`src/rtl/vga_pkg.sv`:
```
// rtl/vga_pkg.sv - shared VGA timing presets, bar colours and size helpers
// Purpose: common constants and functions for the VGA timing engine files.
// Ports: none (package).
package vga_pkg;

   typedef struct packed {
      int h_active;
      int h_fp;
      int h_sync;
      int h_bp;
      int v_active;
      int v_fp;
      int v_sync;
      int v_bp;
   } timing_t;

   localparam timing_t VGA_640X480_60 = '{640, 16, 96, 48, 480, 10, 2, 33};
   localparam timing_t VGA_800X600_60 = '{800, 40, 128, 88, 600, 1, 4, 23};

   // Colour bars, {r,g,b} three bits each, written in octal so each digit is one channel.
   localparam logic [8:0] BAR_WHITE   = 9'o777;
   localparam logic [8:0] BAR_YELLOW  = 9'o770;
   localparam logic [8:0] BAR_CYAN    = 9'o077;
   localparam logic [8:0] BAR_GREEN   = 9'o070;
   localparam logic [8:0] BAR_MAGENTA = 9'o707;
   localparam logic [8:0] BAR_RED     = 9'o700;
   localparam logic [8:0] BAR_BLUE    = 9'o007;
   localparam logic [8:0] BAR_BLACK   = 9'o000;

   function automatic int line_total(input int active, input int fp, input int sync, input int bp);
      return active + fp + sync + bp;
   endfunction

   function automatic logic [8:0] bar_color(input logic [2:0] idx);
      case (idx)
         3'd0:    bar_color = BAR_WHITE;
         3'd1:    bar_color = BAR_YELLOW;
         3'd2:    bar_color = BAR_CYAN;
         3'd3:    bar_color = BAR_GREEN;
         3'd4:    bar_color = BAR_MAGENTA;
         3'd5:    bar_color = BAR_RED;
         3'd6:    bar_color = BAR_BLUE;
         default: bar_color = BAR_BLACK;
      endcase
   endfunction

endpackage

```
`src/rtl/vga_timing_engine_if.sv`:
```
// rtl/vga_timing_engine_if.sv - renderer/pin-side signal bundle of the VGA timing engine
// Purpose: groups control, renderer colour and all timing outputs.
// Ports (master = engine):
//   in : en, test_mode, rgb_in[8:0]
//   out: x, y [CW-1:0], pix_tick, line_start, frame_start, frame_cnt[15:0],
//        hs, vs, de, r, g, b [2:0]
interface vga_timing_engine_if #(parameter int CW = 11);
   logic          en;
   logic          test_mode;
   logic [8:0]    rgb_in;
   logic [CW-1:0] x;
   logic [CW-1:0] y;
   logic          pix_tick;
   logic          line_start;
   logic          frame_start;
   logic [15:0]   frame_cnt;
   logic          hs;
   logic          vs;
   logic          de;
   logic [2:0]    r;
   logic [2:0]    g;
   logic [2:0]    b;

   modport master (
      input  en, test_mode, rgb_in,
      output x, y, pix_tick, line_start, frame_start, frame_cnt, hs, vs, de, r, g, b
   );

   modport slave (
      output en, test_mode, rgb_in,
      input  x, y, pix_tick, line_start, frame_start, frame_cnt, hs, vs, de, r, g, b
   );
endinterface

```
`src/rtl/vga_delay_line.sv`:
```
// rtl/vga_delay_line.sv - DEPTH-stage shift-on-enable register chain
// Purpose: delays decoded timing flags (and bar index) by the renderer latency.
// Ports:
//   clk, rst  clock, synchronous active-high reset (stages clear to zero = inactive)
//   shift     advance the chain by one stage
//   d         entry into stage 0
//   tap       value that the next shift loads into the last stage
//   q         last stage
module vga_delay_line #(
   parameter int W     = 3,
   parameter int DEPTH = 1
) (
   input  logic         clk,
   input  logic         rst,
   input  logic         shift,
   input  logic [W-1:0] d,
   output logic [W-1:0] tap,
   output logic [W-1:0] q
);
   logic [W-1:0] stage [DEPTH];

   always_ff @(posedge clk) begin
      if (rst) begin
         for (int i = 0; i < DEPTH; i++) stage[i] <= '0;
      end else if (shift) begin
         stage[0] <= d;
         for (int i = 1; i < DEPTH; i++) stage[i] <= stage[i-1];
      end
   end

   // The colour register is loaded on the same shift as the last stage, so it
   // gates with the value about to land there rather than the one leaving.
   if (DEPTH == 1) begin : g_tap_in
      assign tap = d;
   end else begin : g_tap_stage
      assign tap = stage[DEPTH-2];
   end

   assign q = stage[DEPTH-1];
endmodule

```
`src/rtl/vga_timing_engine.sv`:
```
// rtl/vga_timing_engine.sv - parametrised VGA sync/enable/coordinate generator
// Purpose: divides clk to a pixel tick, scans h/v counters, decodes active and
//   sync regions, delays them by the renderer latency and gates colour to black.
// Ports:
//   clk  system clock
//   rst  synchronous active-high reset
//   bus  vga_timing_engine_if.master: en, test_mode, rgb_in in;
//        x, y, pix_tick, line_start, frame_start, frame_cnt, hs, vs, de, r, g, b out
// Build option: VGA_TESTPAT_EN adds colour bars selected by test_mode.
module vga_timing_engine
   import vga_pkg::*;
#(
   parameter int H_ACTIVE = 640,
   parameter int H_FP     = 16,
   parameter int H_SYNC   = 96,
   parameter int H_BP     = 48,
   parameter int V_ACTIVE = 480,
   parameter int V_FP     = 10,
   parameter int V_SYNC   = 2,
   parameter int V_BP     = 33,
   parameter bit HS_POL   = 1'b0,
   parameter bit VS_POL   = 1'b0,
   parameter int CLK_DIV  = 2,
   parameter int PIPE     = 1,
   parameter int CW       = 11
) (
   input logic                clk,
   input logic                rst,
   vga_timing_engine_if.master bus
);
   localparam int H_TOTAL = line_total(H_ACTIVE, H_FP, H_SYNC, H_BP);
   localparam int V_TOTAL = line_total(V_ACTIVE, V_FP, V_SYNC, V_BP);
   localparam int DIV_W   = (CLK_DIV > 1) ? $clog2(CLK_DIV) : 1;

   localparam logic [DIV_W-1:0] DIV_LAST = DIV_W'(CLK_DIV - 1);
   localparam logic [CW-1:0]    H_LAST   = CW'(H_TOTAL - 1);
   localparam logic [CW-1:0]    V_LAST   = CW'(V_TOTAL - 1);
   localparam logic [CW-1:0]    H_ACT    = CW'(H_ACTIVE);
   localparam logic [CW-1:0]    V_ACT    = CW'(V_ACTIVE);
   localparam logic [CW-1:0]    HS_START = CW'(H_ACTIVE + H_FP);
   localparam logic [CW-1:0]    HS_END   = CW'(H_ACTIVE + H_FP + H_SYNC);
   localparam logic [CW-1:0]    VS_START = CW'(V_ACTIVE + V_FP);
   localparam logic [CW-1:0]    VS_END   = CW'(V_ACTIVE + V_FP + V_SYNC);

   logic [DIV_W-1:0] div;
   logic [CW-1:0]    h;
   logic [CW-1:0]    v;
   logic [15:0]      frames;
   logic             tick;
   logic             act;
   logic             hs_a;
   logic             vs_a;
   logic [8:0]       colour;
   logic [8:0]       rgb_q;
   logic             unused_bits;

`ifdef VGA_TESTPAT_EN
   localparam int ENT_W = 6;
   logic [CW+2:0] h_x8;
   logic [2:0]    bar;
   assign h_x8 = {h, 3'b000};
   // Out-of-range values outside the active area are harmless: de gates them.
   assign bar  = 3'(h_x8 / (CW+3)'(H_ACTIVE));
`else
   localparam int ENT_W = 3;
`endif

   logic [ENT_W-1:0] ent;
   logic [ENT_W-1:0] tap;
   logic [ENT_W-1:0] q;

   assign tick = bus.en && (div == DIV_LAST);

   always_ff @(posedge clk) begin
      if (rst) begin
         div    <= '0;
         h      <= '0;
         v      <= '0;
         frames <= '0;
      end else if (bus.en) begin
         div <= (div == DIV_LAST) ? '0 : div + 1'b1;
         if (tick) begin
            if (h == H_LAST) begin
               h <= '0;
               if (v == V_LAST) begin
                  v      <= '0;
                  frames <= frames + 16'd1;
               end else begin
                  v <= v + 1'b1;
               end
            end else begin
               h <= h + 1'b1;
            end
         end
      end
   end

   assign act  = (h < H_ACT) && (v < V_ACT);
   assign hs_a = (h >= HS_START) && (h < HS_END);
   assign vs_a = (v >= VS_START) && (v < VS_END);

`ifdef VGA_TESTPAT_EN
   assign ent         = {bar, act, hs_a, vs_a};
   assign colour      = bus.test_mode ? bar_color(tap[5:3]) : bus.rgb_in;
   assign unused_bits = ^{tap[1:0], q[ENT_W-1:3]};
`else
   assign ent         = {act, hs_a, vs_a};
   assign colour      = bus.rgb_in;
   assign unused_bits = ^{tap[1:0], bus.test_mode};
`endif

   vga_delay_line #(.W(ENT_W), .DEPTH(PIPE)) u_delay (
      .clk   (clk),
      .rst   (rst),
      .shift (tick),
      .d     (ent),
      .tap   (tap),
      .q     (q)
   );

   always_ff @(posedge clk) begin
      if (rst)       rgb_q <= '0;
      else if (tick) rgb_q <= tap[2] ? colour : 9'd0;
   end

   assign bus.x           = h;
   assign bus.y           = v;
   assign bus.pix_tick    = tick;
   assign bus.line_start  = tick && (h == '0);
   assign bus.frame_start = tick && (h == '0) && (v == '0);
   assign bus.frame_cnt   = frames;
   assign bus.hs          = q[1] ? HS_POL : ~HS_POL;
   assign bus.vs          = q[0] ? VS_POL : ~VS_POL;
   assign bus.de          = q[2];
   assign bus.r           = rgb_q[8:6];
   assign bus.g           = rgb_q[5:3];
   assign bus.b           = rgb_q[2:0];
endmodule

```
`src/flat_wrapper.sv`:
```
// flat-port wrapper written by rule: the top's interface ports become plain ports
module vga_timing_engine_flat import vga_pkg::*;
#(
   parameter int H_ACTIVE = 640,
   parameter int H_FP     = 16,
   parameter int H_SYNC   = 96,
   parameter int H_BP     = 48,
   parameter int V_ACTIVE = 480,
   parameter int V_FP     = 10,
   parameter int V_SYNC   = 2,
   parameter int V_BP     = 33,
   parameter bit HS_POL   = 1'b0,
   parameter bit VS_POL   = 1'b0,
   parameter int CLK_DIV  = 2,
   parameter int PIPE     = 1,
   parameter int CW       = 11
)
  (clk, rst, bus_en, bus_test_mode, bus_rgb_in, bus_x, bus_y, bus_pix_tick, bus_line_start, bus_frame_start, bus_frame_cnt, bus_hs, bus_vs, bus_de, bus_r, bus_g, bus_b);
  vga_timing_engine_if #(.CW(CW)) bus_i ();
  input logic clk;
  input logic rst;
  input wire logic [$bits(bus_i.en)-1:0] bus_en;
  input wire logic [$bits(bus_i.test_mode)-1:0] bus_test_mode;
  input wire logic [$bits(bus_i.rgb_in)-1:0] bus_rgb_in;
  output wire logic [$bits(bus_i.x)-1:0] bus_x;
  output wire logic [$bits(bus_i.y)-1:0] bus_y;
  output wire logic [$bits(bus_i.pix_tick)-1:0] bus_pix_tick;
  output wire logic [$bits(bus_i.line_start)-1:0] bus_line_start;
  output wire logic [$bits(bus_i.frame_start)-1:0] bus_frame_start;
  output wire logic [$bits(bus_i.frame_cnt)-1:0] bus_frame_cnt;
  output wire logic [$bits(bus_i.hs)-1:0] bus_hs;
  output wire logic [$bits(bus_i.vs)-1:0] bus_vs;
  output wire logic [$bits(bus_i.de)-1:0] bus_de;
  output wire logic [$bits(bus_i.r)-1:0] bus_r;
  output wire logic [$bits(bus_i.g)-1:0] bus_g;
  output wire logic [$bits(bus_i.b)-1:0] bus_b;
  assign bus_i.en = bus_en;
  assign bus_i.test_mode = bus_test_mode;
  assign bus_i.rgb_in = bus_rgb_in;
  assign bus_x = bus_i.x;
  assign bus_y = bus_i.y;
  assign bus_pix_tick = bus_i.pix_tick;
  assign bus_line_start = bus_i.line_start;
  assign bus_frame_start = bus_i.frame_start;
  assign bus_frame_cnt = bus_i.frame_cnt;
  assign bus_hs = bus_i.hs;
  assign bus_vs = bus_i.vs;
  assign bus_de = bus_i.de;
  assign bus_r = bus_i.r;
  assign bus_g = bus_i.g;
  assign bus_b = bus_i.b;
  vga_timing_engine #(.H_ACTIVE(H_ACTIVE), .H_FP(H_FP), .H_SYNC(H_SYNC), .H_BP(H_BP), .V_ACTIVE(V_ACTIVE), .V_FP(V_FP), .V_SYNC(V_SYNC), .V_BP(V_BP), .HS_POL(HS_POL), .VS_POL(VS_POL), .CLK_DIV(CLK_DIV), .PIPE(PIPE), .CW(CW)) u_core (.clk(clk), .rst(rst), .bus(bus_i));
endmodule
```
`config.mk`:
```
export PLATFORM = sky130hd
export DESIGN_NAME = vga_timing_engine_flat
export DESIGN_NICKNAME = d
export VERILOG_FILES = /design/src/rtl/vga_pkg.sv /design/src/rtl/vga_timing_engine_if.sv /design/src/rtl/vga_delay_line.sv /design/src/rtl/vga_timing_engine.sv /design/src/flat_wrapper.sv
export SDC_FILE = /design/constraint.sdc
export NUM_CORES = 1
export LEC_CHECK = 0
export ABC_AREA = 0
export CORE_ASPECT_RATIO = 0.75
export CORE_MARGIN = 2
export CORE_UTILIZATION = 42
export CTS_CLUSTER_SIZE = 24
export DETAILED_ROUTE_END_ITERATION = 8
export PLACE_DENSITY_LB_ADDON = 0.2
export REMOVE_ABC_BUFFERS = 1
export SLEW_MARGIN = 40
export SYNTH_ARGS = -nofsm -noshare
export SYNTH_HDL_FRONTEND = slang
export SYNTH_SLANG_ARGS = --single-unit
```
`constraint.sdc`:
```
create_clock -name clk -period 1.75 [get_ports clk]
set_clock_uncertainty 0.05 [all_clocks]
set_input_delay 0.35 -clock clk [delete_from_list [all_inputs] [get_ports clk]]
set_output_delay 0.35 -clock clk [all_outputs]
set_load 0.01 [all_outputs]
```
==> impl_metrics.ini, run 1 <==
[global_routing]
grt_pass1_wl_mm = 12.76
antenna_found_initial = 0
track_usage = 0.2414
grt_max_degree = 16
first_global_vias = 2663
overflow = 0

[worst_setup_path]
crit_chain = inv_1 -> ha_1 -> nor2b_2 -> nand2_1 -> nor4bb_4 -> buf_2
critPathArrivalTime_ns = 1.68
critPathKind = reg2out
cpPeakStageDelay_ns = 0.33
crit_slowest_cell = dfxtp_1
critPathMaxFanout = 2
critPathRequiredTime_ns = 1.35
crit_buf_inv = 2
crit_family = simple AND/OR/NAND/NOR gates
startpoint_type = flip-flop
end_kind = primary output
reg2reg_slack_ns = -0.28

[outcome]
violations = setup timing
outcome = complete, but fails checks

[clock_network]
cts_sinks = 51
cts_root_buf = clkbuf_8
tritoncts = built
htreeDepth = 2
insertion_delay_ns = 0.31
cts_max_path_buffers = 2
clkTransAtPathRegs_ns = 0.09
hold_buffers = 0
cts_made_buffers = 5

[sta]
hold_viol_final = 0
tns_ns = -6.500
period_needed_ns = 2.076
tightest_slew_ns = 0.3551
fin_ws_ns = -0.3257
report.final.slew_viol_count = 0
fmax_mhz = 481.8
finalCritPeriodShare = 1.186
setup_viol = 37
rsz0062_at_grt = true
relSlewSlack = 0.7611

[place]
portBuffers = 64
dpl_worst_slack_ns = -0.8422
hpwlAfterDp_mm = 5.185
finalWeightedCongestion = 0.8462

[power]
power.density_mw_per_mm2 = 476.0
power.total_mw = 2.108
power.leakage_nw = 1.964
vdd_ir_drop_max_mv = 0.4724

[floorplanning]
ios = 66
initial_core_util = 0.4335
rows = 24
dieArea_mm2 = 0.006623
core_mm2 = 0.005796
fp.dieH_um = 70.98
die_w_um = 93.31

[hold_path]
hold_path_class = reg2reg

[layout]
diodes = 0
layout.nets = 450
syn2layout_area_growth_pct = 76.25
drive_gt1_frac = 0.4157
postLayoutCoreUtil = 0.7640

[drt]
drtIter0Drc = 101
vias_per_cell = 5.452
vias = 2786
first_pass_iters = 4
routed_wirelength_mm = 8.503
ant_nets = 0
wl_per_cell_um = 16.64
drc = 0

[synthesis]
syn_area_mm2 = 0.002512
synth_ff_type = dfxtp_1
synth_cells = 282
async_flop_share = 0
synth_edf_count = 3
ys_types = 41
yosysSeqAreaShare = 0.4183
syn_avg_cell_area_um2 = 8.909
synth_warnings = 0
synth_seq_cells = 51

[flow_run]
cap_violations = 0
[state kept, by name, summed over array words and instances, names as in the netlist]
| register | cells |
|---|---|
| u_core.bus.frame_cnt | 16 |
| u_core.bus.x | 11 |
| u_core.bus.y | 11 |
| u_core.div | 1 |
| u_core.rgb_q | 9 |
| u_core.u_delay.stage | 3 |
[cells in the mapped netlist, types with 2 or more instances]
library cell   n  share of area
and4b_1        2         0.0080
nand4_1       15          0.037
and3_1         4          0.010
o31ai_1       16          0.048
nand2_1       16          0.024
buf_6          2         0.0090
xnor2_1        8          0.028
nor2b_1        3         0.0075
a22o_1         9          0.031
nor4_1         6          0.015
dfxtp_1       48           0.38
ha_1           5          0.025
xor2_1         3          0.010
or4_1         16          0.048
buf_2          2         0.0040
o21ai_0        8          0.016
inv_1         14          0.021
mux2_2         2         0.0090
or3_1          7          0.017
a21oi_1       23          0.046
clkbuf_1       8          0.012
nor2_1        20          0.030
edfxtp_1       3          0.036
and2_1         2         0.0050
and4_1         6          0.021
nor3_1         7          0.014
nand3_1       13          0.026
[cell usage in the layout (no fill, tap or decap), drive strengths merged, types with 8 or more instances in the layout]
cell and count:
xnor2 8, a21oi 23, nor2 20, nand2 16, nand3 13, dlymetal6s2s 15
clkdlybuf4s50 34, dlygate4sd2 13, or4 16, buf 95, a22o 9, o31ai 16
inv 14, nand4 16, o21ai 8, dfxtp 48
[cells by family (layout without fill, tap and decap cells)]
family | Yosys count | count (layout) | share of synthesized area
and+or+nand+nor | 125 | 125 | 0.3028
DFF | 51 | 51 | 0.4183
adders and majority gates | 5 | 5 | 0.02490
AOI/OAI and AO/OA | 60 | 60 | 0.1559
xor gates and xnor gates | 11 | 11 | 0.03835
muxes | 2 | 2 | 0.008964
buffers and inverters | 28 | 179 | 0.05080
[layout make-up]
type | count | area [µm²]
clock inverter | 2 | 12.51
multi-input combinational | 203 | 1655
timing repair buffer | 157 | 1468
fill | 387 | 1368
sequential | 51 | 1070
inverter | 14 | 52.55
tap | 78 | 97.59
clock buffer | 6 | 72.57
[stage by stage]
step | area (µm²) | hold slack (ns) | cells
final | 4428 | 0.4394 | 511
after global routing | 4428 | 0.4569 | 511
after CTS | 4065 | 0.4405 | 504
after detailed placement | 3804 | 0.4149 | 487
after global placement | 3804 | 0.4107 | 487
after floorplan | 2437 | 0.3691 | 268
[power by group]
| group | total (mW) | switching (mW) | internal [mW] |
|---|---|---|---|
| registers | 1.20 | 0.00869 | 1.19 |
| clock network | 0.692 | 0.412 | 0.281 |
| logic | 0.218 | 0.0964 | 0.121 |
| total | 2.11 | 0.517 | 1.59 |
[per-layer routing]
layer / share of wire / up-vias / global-route usage
met5: 0 / - / 0
met4: 0.013 / 0 / 0.06209
met3: 0.057 / 11 / 0.05644
met2: 0.48 / 88 / 0.3949
met1: 0.45 / 1334 / 0.3234
li1: - / 1353 / -
[timing repair]
item	in CTS	in global routing
hold endpoints to repair	0	0
endpoints found under the setup margin	50	56
setup buffers	8	8
resized for setup	56	86
pin swaps	25	32
gates cloned	3	0
[path summary, 6_finish.rpt]
| check | start | endpoint | cells after the start |
|---|---|---|---|
| worst max-delay path | u_core.bus.y[0] | bus_frame_start | 6 |
| worst min-delay path | u_core.rgb_q[8] | u_core.rgb_q[8] | 1 |
| worst max register to register | u_core.bus.x[0] | u_core.bus.frame_cnt[4] | 8 |
| worst min register to register | u_core.rgb_q[8] | u_core.rgb_q[8] | 1 |
[worst register-to-register path, delay by kind of cell, from the launching register on]
| kind | cells | cell delay [ns] |
|---|---|---|
| simple gates | 3 | 0.90 |
| buf+inv | 3 | 0.40 |
| flops | 1 | 0.36 |
| compound gates | 1 | 0.14 |
| fa+ha+maj | 1 | 0.13 |
No activity file was read; power rests on OpenSTA's default activity.
==> run 2: changes to the inputs <==
TNS_END_PERCENT = 50   (was not set)
==> run 2 against run 1 <==
  * Largest power group unchanged
  * Total power shrank 0.52%
  * The flow still finishes with violations (setup timing)
  * Critical endpoint unchanged
  * Sequential share of layout area increased by 0.18 points
  * First-iteration DRC count is 3.0% higher
  * Worst setup slack gained 0.039 ns
  * Combinational power is 2% lower
  * Clock power shrank 0.9%
  * Die area did not move
  * Clock-buffer cell count did not move
  * Non-clock buffer count decreased by 1
  * Hold slack worse by 0.0040 ns
==> impl_metrics.ini, run 2 (synthesized netlist as in run 1, its figures left out) <==
[clock_network]
cts_sinks = 51
tritoncts = built
clkTransAtPathRegs_ns = 0.10
cts_root_buf = clkbuf_8
cts_made_buffers = 5
htreeDepth = 2
insertion_delay_ns = 0.32
cts_max_path_buffers = 2

[worst_setup_path]
crit_slowest_cell = dfxtp_1
end_kind = primary output
critPathKind = reg2out
crit_chain = inv_1 -> ha_1 -> nor2b_2 -> nand2_1 -> nor4bb_4 -> buf_2
crit_family = simple AND/OR/NAND/NOR gates
cpPeakStageDelay_ns = 0.34
crit_buf_inv = 2
critPathRequiredTime_ns = 1.35
critPathMaxFanout = 2
reg2reg_slack_ns = -0.27
startpoint_type = flip-flop
critPathArrivalTime_ns = 1.64

[layout]
postLayoutCoreUtil = 0.7573
final_cell_mix = 76 x buf_4, 34 x clkdlybuf4s50_1, 34 x dfxtp_1, 16 x nand2_1
n_fill_cell = 400
finalNonFillerCells = 510
syn2layout_area_growth_pct = 74.70
register_area_mm2 = 0.001069
layout_commonest_cell = buf_4
multiInputGateArea_mm2 = 0.001640
diodes = 0
largest_reg_flops = 16
drive_gt1_frac = 0.4074
layout.nets = 449

[power]
power.leakage_nw = 1.955
intPower_mw = 1.590
vdd_ir_drop_max_mv = 0.4702
pwr-share-comb = 0.102
power.total_mw = 2.097
swShare = 0.2419
seq_power_share = 0.571
power.density_mw_per_mm2 = 477.7
power_frac_clock = 0.327
p_switching_mw = 0.5072

[floorplanning]
die_w_um = 93.31
rows = 24
ios = 66
initial_core_util = 0.4335
dieArea_mm2 = 0.006623
core_mm2 = 0.005796
fp.dieH_um = 70.98

[sta]
hold_viol_final = 0
relSlewSlack = 0.7624
tightest_slew_ns = 0.3532
fmax_mhz = 491.0
rsz0062_at_grt = true
setup_viol = 37
finalCritPeriodShare = 1.164
period_needed_ns = 2.037
report.final.slew_viol_count = 0
fin_ws_ns = -0.2866

[drt]
drc = 0
vias = 2808
first_pass_iters = 5
vias_per_cell = 5.506
ant_nets = 0
wl_per_cell_um = 16.43
drtIter0Drc = 104
routed_wirelength_mm = 8.378

[place]
portBuffers = 64
dpl.cell_count = 487
hpwlAfterDp_mm = 5.185
finalWeightedCongestion = 0.8462

[global_routing]
antenna_found_initial = 0
grt_pass1_wl_mm = 12.76
grt_max_degree = 16
overflow = 0
track_usage = 0.2414
first_global_vias = 2664

[outcome]
outcome = complete, but fails checks
violations = setup timing

[hold_path]
hold_path_class = reg2reg

[flow_run]
cap_violations = 0
==> run 2: final timing paths <==
| kind | end | depth (start not counted) | startpoint |
|---|---|---|---|
| min | u_core.rgb_q[3] | 1 | u_core.rgb_q[3] |
| max reg2reg | u_core.bus.frame_cnt[6] | 8 | u_core.bus.x[0] |
| max | bus_frame_start | 6 | u_core.bus.y[0] |
| min reg2reg | u_core.rgb_q[3] | 1 | u_core.rgb_q[3] |
==> run 2: timing repair <==
item | 4_1_cts | 5_1_grt
hold endpoints to repair | 0 | 0
endpoints found under the setup margin | 50 | 56
gates cloned | 3 | 0
hold buffers | 0 | 0
buffers inserted | 8 | 7
pin swaps | 25 | 31
gates resized for setup | 56 | 75
==> run 2: routing by layer <==
metal  vias up  wire, µm  GRT usage
met3        11       573    0.05644
met1      1349      3690     0.3234
met4         0        99    0.06209
li1       1357         -          -
met2        91      4015     0.3949
met5         -         0          0
==> run 2: area by class of cell <==
type | instances | share of cell area
clock buffer | 6 | 0.01653
clock inverter | 2 | 0.002851
timing repair buffer | 156 | 0.3292
inverter | 14 | 0.01197
multi-input combinational | 203 | 0.3737
sequential | 51 | 0.2434
tap | 78 | 0.02223
==> run 2: power groups by stage <==
stage / Clock [mW] / Combinational [mW] / Sequential, mW
3_5_place_dp: 0 / 0.189 / 1.22
5_1_grt: 0.736 / 0.230 / 1.20
2_1_floorplan: 0 / 0.0503 / 1.23
4_1_cts: 0.696 / 0.197 / 1.20
6_report: 0.686 / 0.213 / 1.20
3_3_place_gp: 0 / 0.188 / 1.22
==> run 2: stage by stage <==
step                area (µm²)  hold slack (ns)  setup TNS (ns)  setup slack (ns)
floorplan                 2437           0.3691          -14.01           -0.6992
global placement          3804           0.4107          -16.97           -0.7819
detailed placement        3804           0.4149          -18.06           -0.8422
CTS                       4065           0.4405          -5.659           -0.2679
global route              4389           0.4569          -9.189           -0.4010
finish                    4389           0.4354          -5.401           -0.2866
